`config.mk`:
```
export PLATFORM = sky130hd
export DESIGN_NAME = cordic_sincos
export DESIGN_NICKNAME = d
export VERILOG_FILES = /design/src/rtl/cordic_pkg.sv /design/src/rtl/cordic_stage.sv /design/src/rtl/cordic_sincos.sv
export SDC_FILE = /design/constraint.sdc
export NUM_CORES = 2
export LEC_CHECK = 0
export BUFFER_PORTS_ARGS = -buffer_cell sky130_fd_sc_hd__buf_4
export CAP_MARGIN = 20
export CORE_UTILIZATION = 65
export CTS_CLUSTER_SIZE = 25
export DETAILED_ROUTE_END_ITERATION = 6
export GPL_TIMING_DRIVEN = 0
export PLACE_DENSITY = 0.77
export SYNTH_ARGS = -nofsm -noshare
export SYNTH_HDL_FRONTEND = slang
export SYNTH_HIERARCHICAL = 1
export SYNTH_SLANG_ARGS = --single-unit
```
`constraint.sdc`:
```
create_clock -name clk -period 4.9 [get_ports clk]
set_clock_uncertainty 0.05 [all_clocks]
set_input_delay 0.245 -clock clk [delete_from_list [all_inputs] [get_ports clk]]
set_output_delay 0.245 -clock clk [all_outputs]
set_load 0.01 [all_outputs]
```
`src/rtl/cordic_pkg.sv`:
```
// cordic_pkg: shared widths, angle constants and atan table for the sin/cos CORDIC
package cordic_pkg;

    localparam int N_STAGES = 16;
    localparam int IW = 26;
    localparam int ZW = 23;
    localparam int OW = 24;

    localparam logic signed [ZW-1:0] DEG90 = 23'sd900000;
    localparam logic signed [ZW-1:0] DEG180 = 23'sd1800000;

    // atan(2^-i) in units of 1e-4 degree, rounded
    localparam int ATAN [N_STAGES] = '{
        450000, 265651, 140362, 71250, 35763, 17899, 8952, 4476,
        2238, 1119, 560, 280, 140, 70, 35, 17
    };

endpackage

```
`src/rtl/cordic_stage.sv`:
```
// cordic_stage: one registered rotation-mode micro-rotation by atan(2^-I)
module cordic_stage
    import cordic_pkg::*;
#(
    parameter int I = 0
) (
    input  logic                 clk,
    input  logic                 rst,
    input  logic signed [IW-1:0] x,
    input  logic signed [IW-1:0] y,
    input  logic signed [ZW-1:0] z,
    input  logic                 neg,
    output logic signed [IW-1:0] x_r,
    output logic signed [IW-1:0] y_r,
    output logic signed [ZW-1:0] z_r,
    output logic                 neg_r
);

    localparam logic signed [ZW-1:0] A = ZW'(ATAN[I]);

    // rotate toward z = 0: counter-clockwise while residual angle is non-negative
    always_ff @(posedge clk) begin
        if (rst) begin
            x_r   <= '0;
            y_r   <= '0;
            z_r   <= '0;
            neg_r <= 1'b0;
        end else begin
            x_r   <= z[ZW-1] ? x + (y >>> I) : x - (y >>> I);
            y_r   <= z[ZW-1] ? y - (x >>> I) : y + (x >>> I);
            z_r   <= z[ZW-1] ? z + A : z - A;
            neg_r <= neg;
        end
    end

endmodule

```
`src/rtl/cordic_sincos.sv`:
```
// cordic_sincos: 18-clock pipelined CORDIC producing cos/sin of a phase in 1e-4 degree
module cordic_sincos
    import cordic_pkg::*;
#(
    parameter int x_init = 100000
) (
    input  logic                 clk,
    input  logic                 aresetn,
    input  logic signed [21:0]   phase,
    output logic signed [OW-1:0] cos,
    output logic signed [OW-1:0] sin
);

    logic signed [ZW-1:0] p;
    logic signed [ZW-1:0] z0;
    logic                 neg0;
    logic signed [IW-1:0] xs [0:N_STAGES];
    logic signed [IW-1:0] ys [0:N_STAGES];
    logic signed [ZW-1:0] zs [0:N_STAGES];
    logic                 ns [0:N_STAGES];

    // fold quadrants II/III into I/IV; the result is negated at the output
    always_comb begin
        p    = {phase[21], phase};
        neg0 = (p > DEG90) || (p < -DEG90);
        z0   = p > DEG90 ? p - DEG180 : p < -DEG90 ? p + DEG180 : p;
    end

    // stage 0: register the folded angle and the starting vector
    always_ff @(posedge clk) begin
        if (aresetn) begin
            xs[0] <= '0;
            ys[0] <= '0;
            zs[0] <= '0;
            ns[0] <= 1'b0;
        end else begin
            xs[0] <= IW'(x_init);
            ys[0] <= '0;
            zs[0] <= z0;
            ns[0] <= neg0;
        end
    end

    for (genvar i = 0; i < N_STAGES; i++) begin : g_stage
        cordic_stage #(.I(i)) u_stage (
            .clk   (clk),
            .rst   (aresetn),
            .x     (xs[i]),
            .y     (ys[i]),
            .z     (zs[i]),
            .neg   (ns[i]),
            .x_r   (xs[i+1]),
            .y_r   (ys[i+1]),
            .z_r   (zs[i+1]),
            .neg_r (ns[i+1])
        );
    end

    // output register: truncate to OW bits and undo the quadrant fold
    always_ff @(posedge clk) begin
        if (aresetn) begin
            cos <= '0;
            sin <= '0;
        end else begin
            cos <= ns[N_STAGES] ? -xs[N_STAGES][OW-1:0] : xs[N_STAGES][OW-1:0];
            sin <= ns[N_STAGES] ? -ys[N_STAGES][OW-1:0] : ys[N_STAGES][OW-1:0];
        end
    end

endmodule

```
# Word level (Yosys, flattened, before mapping)
# Cells that the tools add are included.
[word_totals]
register_bits = 1287
out_inout_bits = 48
elab_cells = 217
[classes]
n_addsub = 95
order_cmp = 2
n_mux = 51
reduce_logical = 1
[op_table]
columns = ["cell", "n"]
rows = [
  ["26-bit 2-to-1 mux", 29],
  ["23-bit 2-to-1 mux", 17],
  ["24-bit 2-to-1 mux", 4],
  ["26-bit by 12-bit adder with 26-bit output", 2],
  ["26-bit by 13-bit adder with 26-bit output", 2],
  ["26-bit by 14-bit adder with 26-bit output", 2],
  ["26-bit by 15-bit adder with 26-bit output", 2],
  ["26-bit by 16-bit adder with 26-bit output", 2],
  ["26-bit by 17-bit adder with 26-bit output", 2],
  ["26-bit by 18-bit adder with 26-bit output", 2],
  ["26-bit by 19-bit adder with 26-bit output", 2],
  ["26-bit by 20-bit adder with 26-bit output", 2],
  ["26-bit by 21-bit adder with 26-bit output", 2],
  ["26-bit by 22-bit adder with 26-bit output", 2],
  ["26-bit by 23-bit adder with 26-bit output", 2],
  ["26-bit by 24-bit adder with 26-bit output", 2],
  ["26-bit by 25-bit adder with 26-bit output", 2],
  ["26-bit by 12-bit subtractor with 26-bit output", 2],
  ["26-bit by 13-bit subtractor with 26-bit output", 2],
  ["26-bit by 14-bit subtractor with 26-bit output", 2],
  ["26-bit by 15-bit subtractor with 26-bit output", 2],
  ["26-bit by 16-bit subtractor with 26-bit output", 2],
  ["26-bit by 17-bit subtractor with 26-bit output", 2],
  ["26-bit by 18-bit subtractor with 26-bit output", 2],
  ["other kinds (45)", 57],
]

# Longest topological paths before layout
[depth]
word_depth = 3
ltp_mapped = 18
mapped_depth_nobuf = 17

# Modules after synthesis
# The synthesis kept the hierarchy.
[by_module_without_submodules]
columns = ["module", "n_inst", "cells_per_inst", "area_each_um2"]
rows = [
  ["cordic_stage at g_stage[0].u_stage", 1, 911, 6976.7],
  ["cordic_stage at g_stage[5].u_stage", 1, 899, 6925.4],
  ["cordic_stage at g_stage[8].u_stage", 1, 875, 6855.3],
  ["cordic_stage at g_stage[2].u_stage", 1, 887, 6825.3],
  ["cordic_stage at g_stage[1].u_stage", 1, 859, 6746.5],
  ["cordic_stage at g_stage[4].u_stage", 1, 842, 6618.8],
  ["cordic_stage at g_stage[13].u_stage", 1, 833, 6555.0],
  ["cordic_stage at g_stage[15].u_stage", 1, 771, 6431.2],
  ["cordic_stage at g_stage[9].u_stage", 1, 815, 6431.2],
  ["cordic_stage at g_stage[3].u_stage", 1, 805, 6386.1],
  ["cordic_stage at g_stage[7].u_stage", 1, 807, 6356.1],
  ["cordic_stage at g_stage[11].u_stage", 1, 789, 6281.0],
  ["cordic_stage at g_stage[6].u_stage", 1, 799, 6269.8],
  ["cordic_stage at g_stage[14].u_stage", 1, 787, 6209.7],
  ["3 more rows", "--", "--", "--"],
]

# Least setup slack after synthesis
# OpenSTA, ideal clock, no wires.
[synth_timing]
kind = "register to register"
startpoint = "register g_stage[2].u_stage/x_r[8] (netlist name)"
endpoint = "register g_stage[3].u_stage/y_r[24] (netlist name)"
setup_ns = 0.128
arrival_ns = 3.895
t_required_ns = 4.722
slack_ns = 0.828
path_stages_with_launch = 17
n_path_buf = 0
synth_period_minus_slack_ns = 4.072
cell_sequence = "dfxtp_1 or4_4 or3_4 or3_4 nor3_4 and2_2 a21oi_1 xnor2_1 ha_1 a21o_1 a21o_1 a21o_1 a221o_1 a21o_1 a31oi_1 xor2_1 nor2_1"
[synth_between]
elab_chain_len = 2
[synth_rtl]
columns = ["element", "line_no", "text"]
rows = [
  ["26-bit by 23-bit adder with 26-bit output / 26-bit by 23-bit subtractor with 26-bit output (equally long branches)", "cordic_stage.sv:30", "y_r <= z[ZW-1] ? y - (x >>> I) : y + (x >>> I);"],
  ["26-bit 2-to-1 mux *", "cordic_stage.sv:30", ""],
]
# Mark *: on every way between the ends. The rest lies on a longest branch, timed or not.
# A chain may end at the register's enable or synchronous reset.

# Worst setup path after layout
[layout_timing]
startpoint = "register g_stage[1].u_stage/z_r[22] (netlist name)"
endpoint = "register g_stage[2].u_stage/x_r[25] (netlist name)"
[layout_between]
elab_chain_len = 1
[layout_rtl]
columns = ["element", "line_no", "text"]
rows = [
  ["26-bit 2-to-1 mux", "cordic_stage.sv:29", "x_r <= z[ZW-1] ? x + (y >>> I) : x - (y >>> I);"],
]
# Every way passes these cells.

==> flow_summary.json <==
{
  "overflow": 0,
  "io_buffers": 66,
  "outcome": "complete, but fails checks",
  "cts.sinks": 1239,
  "max-slew-margin-rel_pct": 17.8,
  "final-hold-violation-count": 0,
  "r2r_start": "g_stage[1].u_stage/z_r[22]",
  "min_to": "g_stage[9].u_stage/y_r[21]",
  "post-route-period-util_pct": 96.7,
  "dp_hpwl_um": 272000,
  "violations": "DRC",
  "final_nets": 14842,
  "area_growth_pct": 8.49,
  "numCtsBuffers": 136,
  "drt_iter0_drc": 11889,
  "clock_latency_ns": 0.83,
  "grt_setup_unrepaired": "false",
  "rr_endpoint": "g_stage[2].u_stage/x_r[25]",
  "cp_data_required_time_ns": 5.49,
  "htree_levels": 4,
  "syn_area_mm2": 0.104,
  "root_buffer": "clkbuf_16",
  "startpoint_type": "flop",
  "vias": 103391,
  "die_area_mm2": 0.162,
  "wl_um": 342000,
  "maxCapViolCount": 0,
  "firstDrtPassIters": 7,
  "initial_core_util_pct": 65.7,
  "grt_pass1_vias": 97076,
  "critPathKind": "flop to flop",
  "gp_congestion": 1.07,
  "utilization_pct": 71.3,
  "cts_tree": "done",
  "finalSetupViolations": 0,
  "grt_pass1_wl_um": 530000,
  "syn_inst": 13223,
  "arrival_ns": 5.32,
  "avgSynthCellArea_um2": 7.89,
  "antenna_found_initial": 14,
  "max_freq_ghz": 0.211,
  "grt_max_degree": 26,
  "end_kind": "flop",
  "io_pins": 72,
  "vias_per_cell": 6.55,
  "synth_warnings": 6,
  "fp.dieH_um": 403,
  "min_path_cells": 3,
  "worstHoldStart": "aresetn",
  "wl_per_cell_um": 21.6,
  "clockBufferDepth": 3,
  "cp_cell_sequence": "buf_2, buf_1, mux2_2, ha_1, a211oi_1, or4_1, a31o_2, a31oi_1, a41oi_1, mux2i_1",
  "path_max_fanout": 10,
  "r2r_cells": 10,
  "fp.coreArea_mm2": 0.159,
  "die_width_um": 403,
  "ant_nets": 0,
  "cp_slowest_cell": "dfxtp_1",
  "timing.final.crit_period_ns": 4.74,
  "drc_errors": 1,
  "slowest_delay_ns": 0.75,
  "gr-usage-all-layers_pct": 40.4,
  "clk_pin_slew_ns": 0.07,
  "tightestPinTransition_ns": 1.22,
  "slew_viol_final": 0,
  "rows": 146,
  "layout-drive-gt1-share_pct": 5.09,
  "hold_class": "input pin to flop",
  "reg2reg_slack_ns": 0.16
}
timing repair:
action,4_1_cts,5_1_grt
endpoints found under the setup margin,11,50
resized for setup,3,21
pin swaps,0,0
hold buffers,12,0
setup buffers,0,8
endpoints found under the hold margin,12,0
cloned,0,3
final cells by class:
cell class	instances	area, µm²
antenna	6	15.0
tap	2072	2590
timing repair buffer	92	762
timing repair inverter	3	15.0
multi-input combinational	11163	76400
clock buffer	171	3780
sequential	1239	24800
inverter	485	1840
clock inverter	71	1130
buffer	477	1910
fill	12793	45700
sequential cells by signal, summed over array words and instances (netlist names):
register               count
g_stage.u_stage/x_r      413
g_stage.u_stage/y_r      414
g_stage.u_stage/z_r      323
zs                        23
g_stage.u_stage/neg_r     16
sin                       24
cos                       24
ns                         1
xs                         1
layer usage:
layer | GRT usage (%) | vias up | share of wire, %
li1 | - | 48448 | -
met1 | 54.2 | 48653 | 42
met2 | 61.1 | 5344 | 42
met3 | 10.6 | 938 | 11
met4 | 16.7 | 8 | 4.3
met5 | 0.654 | - | 0.055
placed cells by master, fill, tap and decap left out, drive strengths merged, types with 55 or more instances in the layout:
cell type and instances:
and3 121, a31oi 167, nand2 737, nor3 475, o211ai 112, o31ai 105
a21boi 63, mux2 154, a211oi 209, nor2 1785, nand4 145, o21ai 647
and2 76, nor4 87, dfxtp 1239, or4 55, a21o 470, clkbuf 543
nand2b 135, inv 495, a21oi 1236, nor2b 315, nand3 236, mux2i 62
xnor2 621, o21bai 127, ha 1173, buf 183, o21a 207, or3 84
conb 144, o31a 61, xor2 578
per-stage QoR:
step                      hold slack (ns)  instances  TNS (ns)  cell area [µm²]  worst slack, ns
after detailed placement            0.377      15508     -2.48           108000           -0.610
final                              0.0763      15779         0           113000            0.162
after CTS                         0.00442      15761         0           113000           0.0720
after global routing               0.0931      15777         0           113000           0.0396
after global placement              0.372      15504     -7.49           108000           -0.792
after floorplan                     0.323      13366         0           105000            0.828
worst max path at each step:
stage | slack [ns] | to | depth (start not counted) | startpoint
global placement | -0.79 | g_stage[0].u_stage/z_r[22] | 14 | zs[390]
finish | 0.16 | g_stage[2].u_stage/x_r[25] | 10 | g_stage[1].u_stage/z_r[22]
detailed placement | -0.61 | g_stage[0].u_stage/z_r[22] | 15 | zs[390]
global route | 0.04 | g_stage[2].u_stage/y_r[25] | 14 | g_stage[1].u_stage/x_r[13]
floorplan | 0.83 | g_stage[3].u_stage/y_r[24] | 16 | g_stage[2].u_stage/x_r[8]
CTS | 0.07 | g_stage[1].u_stage/y_r[19] | 13 | g_stage[0].u_stage/z_r[22]
worst max-delay path: cells and delay by family, from the launching register on:
| kind | cells | cell delay (ns) |
|---|---|---|
| muxes | 2 | 0.96 |
| DFF | 1 | 0.75 |
| buffers and inverters | 2 | 0.82 |
| and+or+nand+nor | 1 | 0.61 |
| AOI/OAI and AO/OA | 4 | 1.08 |
| adders and majority gates | 1 | 0.31 |
Power is left out: the tool's default activity adds up to more than one toggle a clock period on the data nets, which glitch-free logic cannot reach.
